File: config.mk
export PLATFORM = sky130hd
export DESIGN_NAME = gpio_mmio_irq
export DESIGN_NICKNAME = d
export VERILOG_FILES = /design/src/rtl/gpio_mmio_irq.sv
export SDC_FILE = /design/constraint.sdc
export NUM_CORES = 1
export LEC_CHECK = 0
export CAP_MARGIN = 25
export CORE_MARGIN = 5
export CORE_UTILIZATION = 26
export CTS_BUF_LIST = sky130_fd_sc_hd__clkbuf_4 sky130_fd_sc_hd__clkbuf_8
export DETAILED_ROUTE_END_ITERATION = 16
export SLEW_MARGIN = 25
export SYNTH_ARGS = -nofsm -noshare
export SYNTH_HDL_FRONTEND = slang
export SYNTH_SLANG_ARGS = --single-unit
File: constraint.sdc
create_clock -name CLK -period 31.4 [get_ports CLK]
set_input_delay 3.14 -clock CLK [delete_from_list [all_inputs] [get_ports CLK]]
set_output_delay 3.14 -clock CLK [all_outputs]
set_load 0.02 [all_outputs]
File: src/rtl/gpio_mmio_irq.sv
// Memory-mapped GPIO with NCH input and NCH output channels, sticky rising-edge status (W1C) and a masked IRQ.
// Optional input debounce is enabled by defining GPIO_DEBOUNCE_EN; DEB_CYCLES exists only in that build.
module gpio_mmio_irq #(
    parameter  int DW         = 32,
    parameter  int NCH        = 2,
`ifdef GPIO_DEBOUNCE_EN
    parameter  int DEB_CYCLES = 4,
`endif
    localparam int CHW        = $clog2(NCH),
    localparam int AW         = CHW + 2
) (
    input  logic              CLK,
    input  logic              RST,
    input  logic [AW-1:0]     A,
    input  logic              WE,
    input  logic [DW-1:0]     WD,
    input  logic [NCH*DW-1:0] gpi,
    output logic [DW-1:0]     RD,
    output logic [NCH*DW-1:0] gpo,
    output logic              IRQ
);

    typedef enum logic [1:0] {
        REG_GPI  = 2'b00,
        REG_GPO  = 2'b01,
        REG_STAT = 2'b10,
        REG_MASK = 2'b11
    } region_t;

    region_t         region;
    logic [CHW-1:0]  ch;

    logic [NCH-1:0][DW-1:0] s1, s2, val, prev;
    logic [NCH-1:0][DW-1:0] rise, w1c;
    logic [NCH-1:0][DW-1:0] gpo_q, status, mask;

    assign region = region_t'(A[AW-1:CHW]);
    assign ch     = A[CHW-1:0];
    assign gpo    = gpo_q;

    // Two-flop synchroniser; prev holds the accepted value from the previous cycle.
    // NOTE: sequential state uses non-blocking assignments so every flop samples pre-edge values.
    always_ff @(posedge CLK or posedge RST) begin
        if (RST) begin
            s1   <= '0;
            s2   <= '0;
            prev <= '0;
        end else begin
            s1   <= gpi;
            s2   <= s1;
            prev <= val;
        end
    end

`ifdef GPIO_DEBOUNCE_EN
    localparam int CW = $clog2(DEB_CYCLES + 1);

    logic [NCH-1:0][DW-1:0] deb;
    logic [NCH-1:0][CW-1:0] cnt;

    // A channel word is accepted only after it has differed from deb for DEB_CYCLES consecutive cycles.
    always_ff @(posedge CLK or posedge RST) begin
        if (RST) begin
            deb <= '0;
            cnt <= '0;
        end else begin
            for (int i = 0; i < NCH; i++) begin
                if (s2[i] != deb[i]) begin
                    if (cnt[i] == CW'(DEB_CYCLES - 1)) begin
                        deb[i] <= s2[i];
                        cnt[i] <= '0;
                    end else begin
                        cnt[i] <= cnt[i] + 1'b1;
                    end
                end else begin
                    cnt[i] <= '0;
                end
            end
        end
    end

    assign val = deb;
`else
    assign val = s2;
`endif

    assign rise = val & ~prev;

    // NOTE: every always_comb output gets a default first so no latch is inferred.
    always_comb begin
        w1c = '0;
        if (WE && region == REG_STAT) begin
            w1c[ch] = WD;
        end
    end

    // A new edge ORs in after the clear, so a same-cycle W1C never hides it.
    always_ff @(posedge CLK or posedge RST) begin
        if (RST) begin
            gpo_q  <= '0;
            status <= '0;
            mask   <= '0;
            IRQ    <= 1'b0;
        end else begin
            for (int i = 0; i < NCH; i++) begin
                if (WE && ch == CHW'(i)) begin
                    if (region == REG_GPO)  gpo_q[i] <= WD;
                    if (region == REG_MASK) mask[i]  <= WD;
                end
                status[i] <= (status[i] & ~w1c[i]) | rise[i];
            end
            IRQ <= |(status & mask);
        end
    end

    always_comb begin
        RD = '0;
        case (region)
            REG_GPI:  RD = val[ch];
            REG_GPO:  RD = gpo_q[ch];
            REG_STAT: RD = status[ch];
            REG_MASK: RD = mask[ch];
            default:  RD = '0;
        endcase
    end

endmodule
# Yosys cells after proc, flatten, opt, wreduce, memory -nomap -nowiden
# Index checks and enable logic that the tools add are counted.
[classes] magnitude_cmp=2 n_eq_ne=3 mux=12 n_bitwise=11 reduce_logical=10
[op_table] cell="2-to-1 mux 32 bit" count=9
[op_table] cell="AND 64 bit" count=3
[op_table] cell="case mux 32 bit (4 select lines)" count=1
[op_table] cell="AND 32 bit" count=2
[op_table] cell="2-to-1 mux 64 bit" count=1
[op_table] cell="NOT 32 bit" count=2
[op_table] cell="NOT 64 bit" count=1
[op_table] cell="OR 32 bit" count=2
[op_table] cell="OR reduction 64 bit" count=1
[op_table] cell="demux 32 bit (select 1 bit)" count=1
[op_table] cell="AND reduction 2 bit" count=4
[op_table] cell="equality test 2 bit, second input constant" count=2
[op_table] cell="logical AND 1 bit" count=4
[op_table] cell="equality test 2 x 1 -> 1 bit, second input constant" count=1
[op_table] cell="logical NOT 2 bit" count=1
[op_table] cell="< comparator 1 x 2 -> 1 bit, second input constant" count=1
[op_table] cell=">= comparator 1 bit, second input constant" count=1
[op_table] cell="NOT 1 bit" count=1
[totals] regBits=385 input_bits=102 output_inout_bits=97 elab_cells=51

# Logic depth before layout (Yosys ltp)
[logic_depth] depth_word=9 ltp_mapped=7 ltp_nobuf=4

# Worst setup path before layout
# OpenSTA, ideal clock, no wires.
[synth_path] path_type="in2out" from="input A[2]" to="output RD[0]" arrival_ns=4.317 slack_ns=23.943 path_stages=5 n_path_buf=2 path_cell_list="buf_2 > nor2_1 > buf_2 > nor3_1 > a21oi_1"
[synth_via] elab_chain_len=2 elab_cells_between_ends=5 classes_between="3 x eq/ne; 1 x mux; 1 x reduce/logical"
[synth_lines] element="from (decl)" line_no="14" rtl="input logic [AW-1:0] A,"
[synth_lines] element="equality test 2 bit (tied with other cells)" line_no="118" rtl="case (region)"
[synth_lines] element="case mux 32 bit (4 select lines) (*)" line_no="118"
[synth_lines] element="to (decl)" line_no="18" rtl="output logic [DW-1:0] RD,"
# Every way passes the cells marked *; elsewhere a longest branch is shown, timed or not.

# Final worst setup path
[layout_path] from="input A[0]" to="output RD[22]"
[layout_via] elab_chain_len=3 elab_cells_between_ends=9 classes_between="9 x mux"
[layout_lines] element="2-to-1 mux 32 bit, on equally long branches (2 in a row)"
[layout_lines] element="case mux 32 bit (4 select lines) (*)" line_no="118"
# Every way passes the cells marked *; elsewhere a longest branch is shown, timed or not. The select of a mux whose other input is x is not followed.

==> results.md <==
* Hpwl dp at 29100 um
* Initial Utilization at 0.262
* Main combinational cell family by area after synthesis: multiplexers
* Mapped Cells at 1095
* Clock Tree Buf Depth at 3
* Most frequent cells in the layout: dfrtp_1 (385), clkdlybuf4s50_1 (197), mux2i_1 (128)
* Commonest non-fill, non-tap cell in the layout: dfrtp_1
* Top post-synthesis cells by area: dfrtp_1 (65%), mux2_2 (9.6%), mux2i_1 (8.7%)
* Hold Path Class: flop to flop
* Num CTS Buffers at 68
* # DRC at 0
* Routability congestion estimate at 0.759
* Remaining Overflow, GRT at 0
* Crit-path slowest cell: buf_4
* Rel. slew slack at 0.296
* Crit path capture type: output pin
* Number of DRC markers in iteration 0 at 498
* Initial antenna violation count at 3
* Skew final at 0.0181 ns
* Routed vias at 9554
* Final Max Slew Viols at 0
* Seq/Total Area, Yosys at 0.653
* CTS Sinks at 385
* Wirelength per Cell at 20.5 um
* Max frequency at 107 MHz
* Worst-path fanout max at 76
* Die area at 0.0616 mm2
* Setup-failing EPs final at 0
* Outcome: finished clean
* Leak Pwr at 8.50 nW
* Asr flop ratio synth at 1.00
* Core Footprint at 0.0563 mm2
* Total wire length at 43800 um
* Total track usage at 0.142
* H-tree Lvls at 3
* Syn Nets at 1197
* EDFF count, synth at 0
* Final Hold Fails at 0
* Pwr/cell area at 70.1 mW/mm2
* Die X-Extent at 248 um
* Top-Level Pins at 199
* Compound-Gate Fraction of Synth Area at 0.0733
* CTS tree: yes
* Cell taking the most area after synthesis: dfrtp_1
* Req. time, crit path at 28.26 ns
* TritonRoute pass-1 iters at 5
* Clk_lat worst skew at 0.61 ns
* Design area at 0.0191 mm2
* CP Class: primary input to output pin
* Post-synthesis simple-gate area fraction at 0.0519
* Max Cap Viol at 0
* Post-DRT Antenna Nets at 0
* Syn avg cell area at 13.5 um2
* Vias per inst at 4.48
* Critical Path AT at 6.25 ns
* Global-route wire length before repair at 65600 um
* Unique masters post-synth at 26
* Adder-Cell Fraction of Synth Area at 0
* Prevailing post-synth register cell: dfrtp_1
* Area Growth Syn to Fin at 29.4%
* Max stage delay on crit path at 0.88 ns
* Number of global-route vias before repair at 10400
* Placed Area at 0.0175 mm2
* Top cell type's share of synthesized area at 0.653
* CTS clk-pin slew, worst paths at 0.06 ns
* Rows at 87
* Hold-fix buffers, CTS at 0
* Clk Tree Root Cell: clkbuf_8
* Post-CTS Setup Bufs at 0
* Post-Synth XOR/XNOR Area at 0
* Ys Warns at 0
* CP Buf/Inv Count at 3
* Buffers on Ports at 198
* Nets at 1426
* Fin crit share at 0.299
* Ratio of cells with drive above 1 in the final layout at 0.194
* Critical path's top delay family: buffers and inverters
* Fin crit period at 9.39 ns
* CP Launch Type: primary input
* Largest net degree at the start of global routing at 186
* Power Total at 1.34 mW
* RSZ-0062 raised after global routing: no
* Die height at 248 um
* Worst Tran Pin Value at 1.06 ns
* PostCTS Resize Cnt at 0
* Mux cell area share after synthesis at 0.184
* Peak supply drop at 0.0000290 V
* Final TNS setup at 0 ns
* Cell Chain, Critical Path: buf_6 > buf_4 > mux2i_1 > o22ai_1 > nor3_1 > a21oi_1 > clkdlybuf4s50_1
* Synthesized area at 0.0148 mm2
* Synthesized flop and latch total at 385
## cells in the mapped netlist (2+ instances only)
| library cell | count |
|---|---|
| a21oi_1 | 32 |
| inv_1 | 65 |
| buf_6 | 5 |
| buf_2 | 20 |
| dfrtp_1 | 385 |
| a221oi_1 | 16 |
| nand4_1 | 5 |
| nor3_1 | 32 |
| a22o_1 | 47 |
| mux2_2 | 126 |
| nand2_1 | 99 |
| nor2_1 | 34 |
| o22ai_1 | 32 |
| buf_4 | 14 |
| o21ai_0 | 32 |
| mux2i_1 | 128 |
| mux2_1 | 2 |
| clkbuf_1 | 13 |
## flip-flops by register name (all words and copies together), names as in the netlist
signal,flops
IRQ,1
gpo,64
mask,64
prev,64
s1,64
s2,64
status,64
## worst paths after layout
check | start | to | slack, ns | cells past startpoint
worst max-delay path | A[0] | RD[22] | 22.01 | 7
worst min-delay path | s1[60] | s2[60] | 0.34 | 0
worst max register to register | status[7] | IRQ | 29.41 | 4
worst min register to register | s1[60] | s2[60] | 0.34 | 0
max in group asynchronous | RST | s2[37] | 26.72 | 4
min in group asynchronous | RST | s2[26] | 3.18 | 2
## stage by stage
stage	utilization	hold WS, ns	std cells	setup WS [ns]
global placement	0.311	0.335	2009	22.05
CTS	0.339	0.340	2129	22.03
finish	0.339	0.341	2132	22.01
global route	0.339	0.340	2131	21.88
floorplan	-	0.331	1095	17.56
detailed placement	0.311	0.335	2009	22.04
## kinds of logic (layout without fill, tap and decap cells)
group | after synthesis | after routing
AND/OR/NAND/NOR | 177 | 177
other | 0 | 2
buffers and inverters | 117 | 396
AO/OA/AOI/OAI | 160 | 160
multiplexers | 256 | 256
flip-flops | 385 | 385
## where the power goes
part           internal, mW  switching, mW  leakage (nW)
combinational         0.110          0.109          3.30
sequential            0.551         0.0480          4.38
clock                 0.315          0.206         0.824
## worst reg2reg max path, stage by stage (launching register included)
cell	delay, ns
dfrtp_1	0.43
a22o_1	0.35
a221oi_1	0.47
nand4_1	0.14
or4_1	0.48
## layout make-up
cell class / instances / area (um2)
fill: 5523 / 37200
timing repair buffer: 211 / 2120
clock inverter: 16 / 211
tap: 756 / 946
antenna: 2 / 5.00
inverter: 65 / 251
multi-input combinational: 593 / 4590
clock buffer: 104 / 1350
sequential: 385 / 9630
## layer usage
| layer | wire [um] | GRT usage | vias up |
|---|---|---|---|
| met1 | 20000 | 0.192 | 4904 |
| met3 | 2750 | 0.0409 | 78 |
| met4 | 1040 | 0.0463 | 2 |
| met2 | 20000 | 0.220 | 252 |
| li1 | - | - | 4318 |
| met5 | 7 | 0 | - |
Note: power is estimated with default switching activity, not from simulation.
